`src/rtl/field_mem_arbiter.sv`:
```
// ============================================================================
// field_mem_arbiter: shares the single-port game-field RAM between the VGA
// renderer, the game logic and a built-in field-clear sequencer.
// Revision: 1.0
// ============================================================================
`default_nettype none

module field_mem_arbiter #(
    parameter int                 ADDR_W     = 8,
    parameter int                 DATA_W     = 8,
    parameter int                 STARVE_LIM = 15,
    parameter logic [DATA_W-1:0]  CLR_VAL    = 8'h00
) (
    input  logic              clk,
    input  logic              reset,
    input  logic              vga_req,
    input  logic [ADDR_W-1:0] vga_addr,
    output logic              vga_gnt,
    output logic              vga_rvalid,
    output logic [DATA_W-1:0] vga_rdata,
    input  logic              game_req,
    input  logic              game_we,
    input  logic [ADDR_W-1:0] game_addr,
    input  logic [DATA_W-1:0] game_wdata,
    output logic              game_gnt,
    output logic              game_rvalid,
    output logic [DATA_W-1:0] game_rdata,
    input  logic              clr_start,
    output logic              clr_busy,
    output logic              mem_en,
    output logic              mem_we,
    output logic [ADDR_W-1:0] mem_addr,
    output logic [DATA_W-1:0] mem_wdata,
    input  logic [DATA_W-1:0] mem_rdata,
    output logic [7:0]        starve_cnt_max
);

    localparam logic [7:0] STARVE_LIM_W = 8'(STARVE_LIM);

    typedef enum logic [0:0] {
        NORMAL = 1'b0,
        CLEAR  = 1'b1
    } state_t;

    state_t            state_q, state_d;
    logic [ADDR_W-1:0] clr_ptr_q, clr_ptr_d;
    logic [7:0]        wait_q, wait_d;
    logic [7:0]        max_q, max_d;
    logic              vga_rvalid_q, game_rvalid_q;
    logic              clr_wr;
    logic              starve;

    assign starve = game_req && (wait_q == STARVE_LIM_W);

    always_comb begin
        state_d   = state_q;
        clr_ptr_d = clr_ptr_q;
        vga_gnt   = 1'b0;
        game_gnt  = 1'b0;
        clr_wr    = 1'b0;
        mem_en    = 1'b0;
        mem_we    = 1'b0;
        mem_addr  = '0;
        mem_wdata = '0;

        // Grants are forced low while reset is held so every output reads 0.
        if (!reset) begin
            case (state_q)
                NORMAL: begin
                    vga_gnt  = vga_req && !starve;
                    game_gnt = game_req && (!vga_req || starve);
                    if (clr_start) begin
                        state_d   = CLEAR;
                        clr_ptr_d = '0;
                    end
                end
                CLEAR: begin
                    vga_gnt = vga_req;
                    clr_wr  = !vga_req;
                    if (clr_wr) begin
                        clr_ptr_d = clr_ptr_q + 1'b1;
                        if (clr_ptr_q == {ADDR_W{1'b1}}) begin
                            state_d = NORMAL;
                        end
                    end
                end
                default: state_d = NORMAL;
            endcase
        end

        if (vga_gnt) begin
            mem_en   = 1'b1;
            mem_addr = vga_addr;
        end else if (game_gnt) begin
            mem_en    = 1'b1;
            mem_we    = game_we;
            mem_addr  = game_addr;
            mem_wdata = game_wdata;
        end else if (clr_wr) begin
            mem_en    = 1'b1;
            mem_we    = 1'b1;
            mem_addr  = clr_ptr_q;
            mem_wdata = CLR_VAL;
        end
    end

    always_comb begin
        wait_d = wait_q;
        if ((state_q == CLEAR) || !game_req || game_gnt) begin
            wait_d = '0;
        end else if (wait_q < STARVE_LIM_W) begin
            wait_d = wait_q + 8'd1;
        end
        // An 8-bit high-water mark cannot exceed 255, so it saturates for free.
        max_d = (wait_q > max_q) ? wait_q : max_q;
    end

    always_ff @(posedge clk or posedge reset) begin
        if (reset) begin
            state_q       <= NORMAL;
            clr_ptr_q     <= '0;
            wait_q        <= '0;
            max_q         <= '0;
            vga_rvalid_q  <= 1'b0;
            game_rvalid_q <= 1'b0;
        end else begin
            state_q       <= state_d;
            clr_ptr_q     <= clr_ptr_d;
            wait_q        <= wait_d;
            max_q         <= max_d;
            vga_rvalid_q  <= vga_gnt;
            game_rvalid_q <= game_gnt && !game_we;
        end
    end

    assign clr_busy       = (state_q == CLEAR);
    assign vga_rvalid     = vga_rvalid_q;
    assign game_rvalid    = game_rvalid_q;
    assign vga_rdata      = mem_rdata;
    assign game_rdata     = mem_rdata;
    assign starve_cnt_max = max_q;

endmodule

`default_nettype wire

```
`config.mk`:
```
export PLATFORM = sky130hd
export DESIGN_NAME = field_mem_arbiter
export DESIGN_NICKNAME = d
export VERILOG_FILES = /design/src/rtl/field_mem_arbiter.sv
export SDC_FILE = /design/constraint.sdc
export NUM_CORES = 1
export LEC_CHECK = 0
export CAP_MARGIN = 20
export CORE_UTILIZATION = 44
export CTS_CLUSTER_SIZE = 24
export DETAILED_ROUTE_END_ITERATION = 16
export PLACE_DENSITY = 0.86
export SYNTH_ARGS = -nofsm -noshare
export SYNTH_HDL_FRONTEND = slang
export SYNTH_SLANG_ARGS = --single-unit
```
`constraint.sdc`:
```
create_clock -name clk -period 3.54 [get_ports clk]
set_input_delay 0.531 -clock clk [delete_from_list [all_inputs] [get_ports clk]]
set_output_delay 0.531 -clock clk [all_outputs]
set_load 0.01 [all_outputs]
```
Word level (Yosys, flattened, before mapping)
Index checks and enable logic that the tools add are counted.

word-level totals
  bits of input ports = 38
  register bits = 27
  output and inout bits = 47
  logic and storage cells = 54

cells by class
  bitwise logic cells = 2
  muxes and demuxes = 25
  magnitude comparators = 2
  add/subtract/negate cells = 2
  reduce and logical (&&, ||, !) cells = 13
  equal/unequal tests = 4

operator list
  cell                                                         number
  two-way mux 8 bit                                            9
  adder 8 x 1 -> 8 bit (second input constant)                 2
  one-hot mux 8 bit (2 select lines)                           1
  two-way mux 1 bit                                            13
  == test 8 x 4 -> 1 bit (second input constant)               1
  == test 8 bit (second input constant)                        1
  greater-than comparator 8 bit                                1
  less-than comparator 8 x 4 -> 1 bit (second input constant)  1
  logical AND 1 bit                                            4
  logical NOT 1 bit                                            4
  inequality test 2 bit (second input constant)                2
  one-hot mux 1 bit (2 select lines)                           2
  logical OR 1 bit                                             3
  AND reduction 3 bit                                          1
  inverter 1 bit                                               2
  nonzero test 2 bit                                           1

Depth between registers and ports, before layout
  depth in word-level cells = 8
  mapped depth = 7
  mapped depth without buffers = 7

Worst setup path before layout
OpenSTA, ideal clock, no wires.

  path kind = input port to output port
  start = input reset
  end = output mem_addr[5]
  data arrival time = 2.007 ns
  path slack = 1.002 ns
  stages = 6
  buffers on the path = 2
  data required time = 3.009 ns
  cell sequence = clkbuf_1 -> inv_1 -> o211a_1 -> buf_6 -> a222oi_1 -> inv_1

on the way
  elaborated cells between the ends (all ways) = 6
  classes of those cells = 6 x mux

RTL lines
  what               RTL line  RTL
  from (decl)        15        input logic reset,
  two-way mux 1 bit  67        if (!reset) begin
  via vga_gnt        18        output logic vga_gnt,
  two-way mux 8 bit  91        if (vga_gnt) begin
  to (decl)          32        output logic [ADDR_W-1:0] mem_addr,

The timed path passes the listed nets, and every way through them passes these cells.

Worst setup path after layout
  start = input reset
  end = output mem_addr[2]

on the way
  longest elaborated chain between the ends = 4
  elaborated cells between the ends (all ways) = 6
  classes of those cells = 6 x mux

ends and longest elaborated chain
  what                 RTL line  RTL
  two-way mux 1 bit    67
  two-way mux 8 bit    99        end else if (clr_wr) begin
  two-way mux 8 bit    94        end else if (game_gnt) begin
  two-way mux 8 bit *  91

Mark *: on every way between the ends. The rest lies on a longest branch, timed or not.

==> impl_metrics.tcl <==
set metrics [dict create \
    synth.net_count 231 \
    cts_tree "yes" \
    synth_ff_type "dfrtp_1" \
    synth_edf_count 0 \
    post_synth_fa_ha_maj_area_fraction 0.0716 \
    total_power_uw 786 \
    synth_area_um2 1750 \
    required_ns 3.01 \
    drive_above_1_share 0.0837 \
    leakage_uw 0.00101 \
    syn_inst 183 \
    hold_ws_ns 0.547 \
    endpoint_kind "output pin" \
    totalWireLength_um 3740 \
    hold_viol 0 \
    core_area_um2 3740 \
    numClockSinks 27 \
    rsz0062_at_grt "no" \
    gp_congestion 0.820 \
    synth_compound_area_frac 0.145 \
    synth_top_family_by_area "simple AND/OR/NAND/NOR gates" \
    ctsHoldBuffers 0 \
    critPathMostFrequentCell "clkdlybuf4s50_1" \
    maxCapViolations 0 \
    setup.worst_path.start_class "input pin" \
    arrival_ns 2.66 \
    grt_pass1_vias 1443 \
    fmax_ghz 0.313 \
    worst_slew_pin_slew_ns 0.468 \
    fill_cells 335 \
    cts_buffers 3 \
    clock_latency_ns 0.27 \
    ys_ff_latch 27 \
    ir_drop_mv 0.171 \
    yosys.area_share.simple 0.181 \
    areaGrowthSynthToFinish_pct 32.7 \
    ant_nets 0 \
    hp-start "starve_cnt_max[7]" \
    portBuffers 60 \
    reg2reg_slack_ns 1.43 \
    cpMaxStageDelayCell "clkdlybuf4s50_1" \
    wire_per_inst_um 13.6 \
    start_util 0.467 \
    synthArstFlopShare 1.00 \
    fp-row-count 22 \
    r2r-end "starve_cnt_max[5]" \
    first_pass_iters 4 \
    vias_per_cell 5.24 \
    grt.total_usage 0.193 \
    path_delay_family "buffers and inverters" \
    antenna_cells 0 \
    hold_class "flip-flop to flip-flop" \
    fin_ws_ns 0.349 \
    maxSlewHeadroom 0.687 \
    worst-setup-path-type "input pin to output pin" \
    final_nets 276 \
    grt_max_degree 29 \
    post-route-drc-count 0 \
    path_clk_slew_ns 0.09 \
    setup_violations 0 \
    cts_root_buf "clkbuf_8" \
    die_height_um 65.0 \
    gr-total-overflow 0 \
    dieArea_um2 4230 \
    yosys_warnings 0 \
    skew_ns 0.00345 \
    fin_crit_sh 0.901 \
    cp_cell_sequence "clkdlybuf4s50_1, nor2_1, and2_1, a22oi_1, o21ai_0, clkdlybuf4s50_1" \
    hpwl_um 2950 \
    ctsResizeCount 0 \
    post-place-ws_ns 0.362 \
    report.final.slew_viol_count 0 \
    io_pins 85 \
    rr_startpoint "wait_q[1]" \
    vias 1440 \
    fin_setup_tns_ns 0 \
    synth.avg_cell_area_um2 9.54 \
    path_buf_inv 2 \
    synth_cell_types 36 \
    synthXorXnorAreaFrac 0.0351 \
    grt_first_pass_wirelength_um 6350 \
    max-clock-path-buffers 2 \
    drt_iter0_drc 55 \
    ctsHtreeMaxLevel 1 \
    path_max_fanout 13 \
    power_density_nw_per_um2 339 \
    synth_mux_area_frac 0.0638 \
    max_stage_delay_ns 0.57 \
    fin_crit_ns 3.19 \
    reg2reg_depth 6 \
    yosysSeqAreaShare 0.387 \
    status "complete, no violations" \
    hold_path_end "starve_cnt_max[7]" \
    antenna_found_initial 0 \
    die_w_um 65.0 \
    post_cts_buffers 0 \
    min_path_cells 1 \
]
metrics by stage:
stage	instance area, µm²	instances	util
final	2320	275	0.619
after global routing	2320	275	0.619
after CTS	2320	275	0.619
after detailed placement	2270	271	0.607
after global placement	2270	271	0.607
after floorplan	1750	183	-
power breakdown:
| group | switching, µW | total (µW) | leakage, µW | internal, µW |
|---|---|---|---|---|
| clock | 94.8 | 175 | 0.0000228 | 80.6 |
| sequential | 46.7 | 386 | 0.000365 | 339 |
| combinational | 94.4 | 225 | 0.000619 | 130 |
| total | 236 | 786 | 0.00101 | 550 |
how the worst max path moves through the flow:
stage	start	end	cells past startpoint	slack (ns)
detailed placement	reset	mem_addr[7]	6	0.36
global placement	reset	mem_addr[2]	6	0.41
global route	reset	mem_addr[2]	6	0.16
finish	reset	mem_addr[2]	6	0.35
floorplan	reset	mem_addr[5]	6	1.00
CTS	reset	mem_addr[2]	6	0.37
cell type report:
cell class              count  area, µm²  area share
clock buffers               4       45.0      0.0194
well taps                  48       60.1      0.0259
repair buffers             63        623       0.269
flip-flops and latches     27        676       0.291
multi-input cells         120        866       0.373
inverters                  13       48.8      0.0210
cell usage in the layout (no fill, tap or decap):
| cell | instances |
|---|---|
| nor2_1 | 15 |
| clkbuf_1 | 1 |
| inv_1 | 13 |
| clkdlybuf4s50_1 | 60 |
| a2111oi_1 | 1 |
| clkbuf_8 | 3 |
| o211a_1 | 1 |
| nand3_1 | 4 |
| a21oi_1 | 4 |
| a22o_1 | 3 |
| mux2i_1 | 1 |
| o32ai_4 | 1 |
| o21ai_0 | 10 |
| xor2_1 | 6 |
| xnor2_1 | 1 |
| a22oi_1 | 4 |
| nor4_2 | 1 |
| mux2_2 | 9 |
| ha_1 | 10 |
| nor4_1 | 1 |
| or3_1 | 1 |
| buf_4 | 3 |
| a311oi_1 | 1 |
| o21a_1 | 1 |
| o211ai_1 | 1 |
| and2_1 | 14 |
| nor2b_1 | 2 |
| nor3b_1 | 1 |
| a211oi_1 | 1 |
| nand4_1 | 6 |
| a222oi_1 | 4 |
| or2_2 | 2 |
| nand2_1 | 10 |
| dfrtp_1 | 27 |
| nand2b_1 | 3 |
| a21boi_1 | 1 |
synth_stat cells (2+ instances only):
cell	instances	area, µm²
dfrtp_1	27	676
buf_4	16	120
nor2_1	15	56.3
and2_1	14	87.6
inv_1	13	48.8
ha_1	10	125
nand2_1	10	37.5
o21ai_0	10	50.1
mux2_2	9	101
nand4_1	6	37.5
xor2_1	6	52.6
a21oi_1	4	20.0
a222oi_1	4	40.0
a22oi_1	4	30.0
clkbuf_1	4	15.0
nand3_1	4	20.0
a22o_1	3	26.3
nand2b_1	3	18.8
buf_2	2	10.0
nor2b_1	2	12.5
or2_2	2	12.5
registers in the layout (all words and copies together) (netlist names):
register,cells
starve_cnt_max,8
game_rvalid,1
vga_rvalid,1
wait_q,8
clr_busy,1
clr_ptr_q,8
metal layers:
metal	up-vias	global-route usage	wire length [µm]
met4	0	0.0583	14
met1	688	0.221	1590
met5	-	0	0
li1	715	-	-
met2	35	0.357	2000
met3	2	0.0370	127
cells by family after synthesis:
kind of cell	count (synthesis)
AO/OA/AOI/OAI	33
flip-flops	27
buffers and inverters	36
adder cells (fa/ha/maj)	10
AND/OR/NAND/NOR	60
multiplexers	10
XOR/XNOR	7
(Power assumes the default switching activity.)
